[config.mk]
export PLATFORM = sky130hd
export DESIGN_NAME = eval_layer_scheduler_flat
export DESIGN_NICKNAME = d
export VERILOG_FILES = /design/src/rtl/eval_layer_scheduler_if.sv /design/src/rtl/eval_layer_scheduler.sv /design/src/flat_wrapper.sv
export SDC_FILE = /design/constraint.sdc
export NUM_CORES = 1
export LEC_CHECK = 0
export ABC_AREA = 1
export CAP_MARGIN = 20
export CORE_MARGIN = 4
export CORE_UTILIZATION = 43
export CTS_CLUSTER_DIAMETER = 200
export DETAILED_ROUTE_END_ITERATION = 10
export GPL_TIMING_DRIVEN = 0
export HOLD_SLACK_MARGIN = 0.06
export PLACE_DENSITY = 0.68
export SKIP_LAST_GASP = 1
export SYNTH_ARGS = -nofsm -noshare
export SYNTH_HDL_FRONTEND = slang
export SYNTH_SLANG_ARGS = --single-unit
[constraint.sdc]
create_clock -name clk -period 2.6 [get_ports clk]
set_input_delay 0.52 -clock clk [delete_from_list [all_inputs] [get_ports clk]]
set_output_delay 0.52 -clock clk [all_outputs]
set_load 0.02 [all_outputs]
[src/rtl/eval_layer_scheduler_if.sv]
// Event-queue handshake between the event queue (master) and the layer scheduler (slave).
interface eval_layer_scheduler_if #(
  parameter int NUM_INPUTS = 1
);
  logic                  q_valid;
  logic [NUM_INPUTS-1:0] q_mask;
  logic                  q_pop;

  modport master (output q_valid, output q_mask, input q_pop);
  modport slave  (input q_valid, input q_mask, output q_pop);
endinterface

[src/rtl/eval_layer_scheduler.sv]
// Pops events one at a time and walks an evaluation token through the layered pipeline,
// keeping at least MIN_GAP cycles between issues.
//
// state | meaning
// IDLE  | ready to pop the next event when the queue is non-empty
// GAP   | waiting out the minimum issue gap after a pop
module eval_layer_scheduler #(
  parameter int NUM_INPUTS = 1,
  parameter int NUM_LAYERS = 12,
  parameter int MIN_GAP    = 1,
  parameter int CNT_W      = 16
) (
  input  logic                  clk,
  input  logic                  rst,
  input  logic                  en,
  input  logic                  flush,
  eval_layer_scheduler_if.slave q,
  output logic [NUM_INPUTS-1:0] enable_in,
  output logic [NUM_LAYERS-1:0] layer_en,
  output logic                  done,
  output logic                  busy,
  output logic [CNT_W-1:0]      issued_cnt,
  output logic [CNT_W-1:0]      completed_cnt
);

  typedef enum logic [0:0] {IDLE, GAP} state_t;

  localparam logic [7:0] GAP_LOAD = (MIN_GAP > 1) ? 8'(MIN_GAP - 2) : 8'd0;

  state_t                state;
  logic [7:0]            gap_cnt;
  logic [NUM_INPUTS-1:0] mask_q;
  logic [NUM_LAYERS-1:0] layer_q;
  logic                  done_q;
  logic                  pop;

  assign pop       = en & ~rst & ~flush & q.q_valid & (state == IDLE);
  assign q.q_pop   = pop;

  // Registered strobes are held while en=0 but must not be seen downstream.
  assign layer_en  = en ? layer_q : '0;
  assign enable_in = (en & layer_q[0]) ? mask_q : '0;
  assign done      = en & done_q;
  assign busy      = (state != IDLE) | (|layer_q);

  always_ff @(posedge clk) begin
    if (rst) begin
      state         <= IDLE;
      gap_cnt       <= 8'd0;
      mask_q        <= '0;
      layer_q       <= '0;
      done_q        <= 1'b0;
      issued_cnt    <= '0;
      completed_cnt <= '0;
    end else if (en) begin
      // A done visible this cycle counts even if a flush lands on the same edge.
      if (done_q) completed_cnt <= completed_cnt + 1'b1;
      if (flush) begin
        state   <= IDLE;
        gap_cnt <= 8'd0;
        layer_q <= '0;
        done_q  <= 1'b0;
      end else begin
        layer_q <= (layer_q << 1) | NUM_LAYERS'(pop);
        done_q  <= layer_q[NUM_LAYERS-1];
        case (state)
          IDLE: begin
            if (pop) begin
              mask_q     <= q.q_mask;
              issued_cnt <= issued_cnt + 1'b1;
              if (MIN_GAP > 1) begin
                state   <= GAP;
                gap_cnt <= GAP_LOAD;
              end
            end
          end
          GAP: begin
            if (gap_cnt == 8'd0) state <= IDLE;
            else gap_cnt <= gap_cnt - 1'b1;
          end
          default: state <= IDLE;
        endcase
      end
    end
  end

endmodule
[src/flat_wrapper.sv]
// flat-port wrapper written by rule: the top's interface ports become plain ports
module eval_layer_scheduler_flat 
#(
  parameter int NUM_INPUTS = 1,
  parameter int NUM_LAYERS = 12,
  parameter int MIN_GAP    = 1,
  parameter int CNT_W      = 16
)
  (clk, rst, en, flush, enable_in, layer_en, done, busy, issued_cnt, completed_cnt, q_q_valid, q_q_mask, q_q_pop);
  eval_layer_scheduler_if #(.NUM_INPUTS(NUM_INPUTS)) q_i ();
  input  logic clk;
  input  logic rst;
  input  logic en;
  input  logic flush;
  output logic [NUM_INPUTS-1:0] enable_in;
  output logic [NUM_LAYERS-1:0] layer_en;
  output logic done;
  output logic busy;
  output logic [CNT_W-1:0] issued_cnt;
  output logic [CNT_W-1:0] completed_cnt;
  input wire logic [$bits(q_i.q_valid)-1:0] q_q_valid;
  input wire logic [$bits(q_i.q_mask)-1:0] q_q_mask;
  output wire logic [$bits(q_i.q_pop)-1:0] q_q_pop;
  assign q_i.q_valid = q_q_valid;
  assign q_i.q_mask = q_q_mask;
  assign q_q_pop = q_i.q_pop;
  eval_layer_scheduler #(.NUM_INPUTS(NUM_INPUTS), .NUM_LAYERS(NUM_LAYERS), .MIN_GAP(MIN_GAP), .CNT_W(CNT_W)) u_core (.clk(clk), .rst(rst), .en(en), .flush(flush), .q(q_i), .enable_in(enable_in), .layer_en(layer_en), .done(done), .busy(busy), .issued_cnt(issued_cnt), .completed_cnt(completed_cnt));
endmodule
==> out/qor.yml <==
placement:
  gp_congestion: 0.8489
  placed_area_mm2: 0.003359
  dp_hpwl_um: 4543
  port_buffers: 51
  dp_cells: 524
layout:
  fin_cells: 532
  multiInputGateArea_mm2: 0.001360
  ff_latch_area_mm2: 0.001101
  nNetsFinal: 466
  fillerInstances: 582
  final_util_pct: 57.04
  layout-drive-gt1-share_pct: 7.221
  post-route-cell-area_mm2: 0.003457
  antenna_cells: 0
  area_growth_pct: 25.48
sta:
  worst_pin_slew_ns: 0.5497
  fin_setup_tns_ns: 0
  max_freq_mhz: 446.7
  setup_violations: 0
  drv_slew: 0
  slew_headroom_pct: 63.35
  hold_viol: 0
  rsz0062_at_grt: "false"
  timing.final.crit_share_pct: 86.11
  finClkSkew_ns: 0.01592
  post-route-min-period_ns: 2.239
clock_network:
  insertion_delay_ns: 0.31
  clk_pin_slew_ns: 0.10
  numCtsBuffers: 5
  clkSinkCount: 55
  htree_levels: 2
  cts_tree: "yes"
  clock-root-buffer: "clkbuf_8"
  clockBufferDepth: 2
  post-cts-setup-buffers: 0
power:
  finalPower_uw: 1420
  power_density_mw_per_mm2: 410.8
  seqPwrFrac_pct: 59.5
  vdd_ir_drop_max_mv: 0.2878
  leakagePower_uw: 0.001437
  switchingPower_uw: 333.0
  internal-power_uw: 1087
  combPwrFrac_pct: 5.3
  p_sw_share_pct: 23.45
  clock_power_share_pct: 35.2
synthesis:
  ys_warn_count: 0
  yosysMostFrequentCell: "nand2_1"
  ys.flop_type: "dfxtp_1"
  synth_top_area_share_pct: 39.96
  synth.distinct_cells: 31
  syn_nets: 408
  synth_area_mm2: 0.002755
  synth.ff_latch_count: 55
  synth_area_leader_cell: "dfxtp_1"
  yosys-top-cells-count: "nand2_1, inv_1, dfxtp_1, nor2_1, a21oi_1"
  yosys-top-cells-area: "dfxtp_1, nand2_1, inv_1"
  synth_area_per_cell_um2: 6.922
  synthCells: 398
  seq_area_frac_synth_pct: 39.96
  synthArstFlopShare_pct: 0
  synth-edff-count: 0
setup_path:
  path_max_fanout: 3
  r2r_slack_ns: 1.12
  reg2regPathDepth: 8
  worstSetupPathType: "flip-flop to output pin"
  start_kind: "flip-flop"
  rr_endpoint: "u_core.issued_cnt[12]"
  endpoint_kind: "output pin"
  r2r_start: "u_core.issued_cnt[0]"
  cp.arrival_ns: 1.72
  crit_required_ns: 2.08
detailed_routing:
  drtIter0Drc: 111
  wire_per_inst_um: 11.28
  vias: 2539
  dr.pass1.iters: 4
  drc: 0
  via_per_inst: 4.773
  ant_nets: 0
  routed_wl_um: 6002
grt:
  grt_usage_pct: 16.47
  grt_busiest_layer: "met2"
  overflow: 0
  use_met2_pct: 26.85
  use_met3_pct: 3.857
  grt_pass1_wl_um: 10280
  grt_max_degree: 17
  gr-usage-met1_pct: 22.26
  antenna_found_initial: 0
  grt_pass1_vias: 2303
die:
  die_x_um: 88.05
  fp.dieArea_mm2: 0.007752
  rows: 28
  pin_count: 54
  die_h_um: 88.05
  start_util_pct: 45.46
  coreArea_mm2: 0.006061
worst_hold_path:
  min_from: "rst"
  hold_class: "input port to flip-flop"
  min_to: "u_core.gap_cnt[7]"
  hold_depth: 2
status:
  status: "completed"
flow_run:
  drv_cap: 0
## cells in the final DEF (no fill, tap or decap), types with 2 or more instances in the layout
cell / Yosys / routed
buf_6: 2 / 2
nand4_1: 3 / 3
inv_1: 61 / 61
nand2_1: 109 / 109
xor2_1: 3 / 3
clkdlybuf4s50_1: 0 / 50
o21a_1: 2 / 2
nand2_4: 5 / 5
ha_1: 4 / 4
nor4_1: 3 / 3
nor2_4: 5 / 5
nand2_2: 2 / 2
nor2_8: 2 / 2
xnor2_1: 2 / 2
nand3b_1: 2 / 2
nor2_2: 2 / 2
nor2_1: 43 / 43
clkbuf_1: 5 / 6
o21ai_0: 17 / 17
inv_2: 2 / 2
nand3_1: 15 / 15
nor3_1: 10 / 10
a21oi_1: 36 / 36
clkbuf_8: 0 / 6
dfxtp_1: 55 / 55
## layout make-up
type / instances / area share (%)
Buffer: 10 / 1.665
Clock buffer: 7 / 2.497
Clock inverter: 1 / 0.2533
Inverter: 63 / 6.840
Multi-Input combinational cell: 270 / 39.34
Sequential cell: 55 / 31.85
Tap cell: 75 / 2.714
Timing Repair Buffer: 51 / 14.84
## routing by layer
| layer | part of all wire [%] | vias to the layer above | wire (µm) |
|---|---|---|---|
| met5 | 0 | - | 0 |
| met4 | 1.2 | 0 | 75 |
| met3 | 4.1 | 7 | 245 |
| met2 | 47 | 39 | 2798 |
| met1 | 48 | 1144 | 2882 |
| li1 | - | 1349 | - |
## cells by family after synthesis
logic type	after synthesis	synth area share [%]
compound gates	55	10.17
xor+xnor	5	1.590
fa+ha+maj	4	1.817
flops	55	39.96
simple gates	206	35.79
buf+inv	73	10.67
## worst max-delay path, cell delays in order (launching register included)
cell and delay [ns]:
dfxtp_1 0.34, nor4_1 0.35, nand4_1 0.16, clkdlybuf4s50_1 0.56
## how the worst max path moves through the flow
| stage | start | endpoint | slack (ns) | depth (start not counted) |
|---|---|---|---|---|
| after CTS | flush | q_q_pop | 0.008 | 5 |
| final | u_core.layer_q[0] | busy | 0.36 | 3 |
| after floorplan | en | layer_en[10] | 1.04 | 4 |
| after detailed placement | flush | q_q_pop | 0.01 | 5 |
| after global placement | flush | q_q_pop | 0.02 | 5 |
| after global routing | u_core.layer_q[0] | busy | 0.24 | 3 |
## through the flow
stage	hold WS, ns	worst slack (ns)
after floorplan	0.4301	1.038
after global placement	0.4515	0.02048
after detailed placement	0.4586	0.01025
after CTS	0.4392	0.008370
after global routing	0.4400	0.2366
final	0.4393	0.3611
## power groups by stage
| stage | Combinational (µW) | Clock (µW) | Sequential (µW) |
|---|---|---|---|
| after global placement | 74.9 | 0 | 865 |
| after detailed placement | 75.7 | 0 | 865 |
| final | 74.9 | 500 | 845 |
| after floorplan | 49.1 | 0 | 865 |
| after CTS | 75.9 | 511 | 846 |
| after global routing | 82.3 | 551 | 846 |
## state kept, by name, indices dropped and copies added (netlist names)
register and count:
u_core.issued_cnt 16, u_core.mask_q 1, u_core.gap_cnt 8, u_core.completed_cnt 16, u_core.state 1, u_core.layer_q 12, u_core.done_q 1
## timing repair
| action | 4_1_cts | 5_1_grt |
|---|---|---|
| hold buffers | 0 | 0 |
| resized for setup | 0 | 1 |
| setup endpoints to repair | 0 | 1 |
No activity file was read; power rests on OpenSTA's default activity.
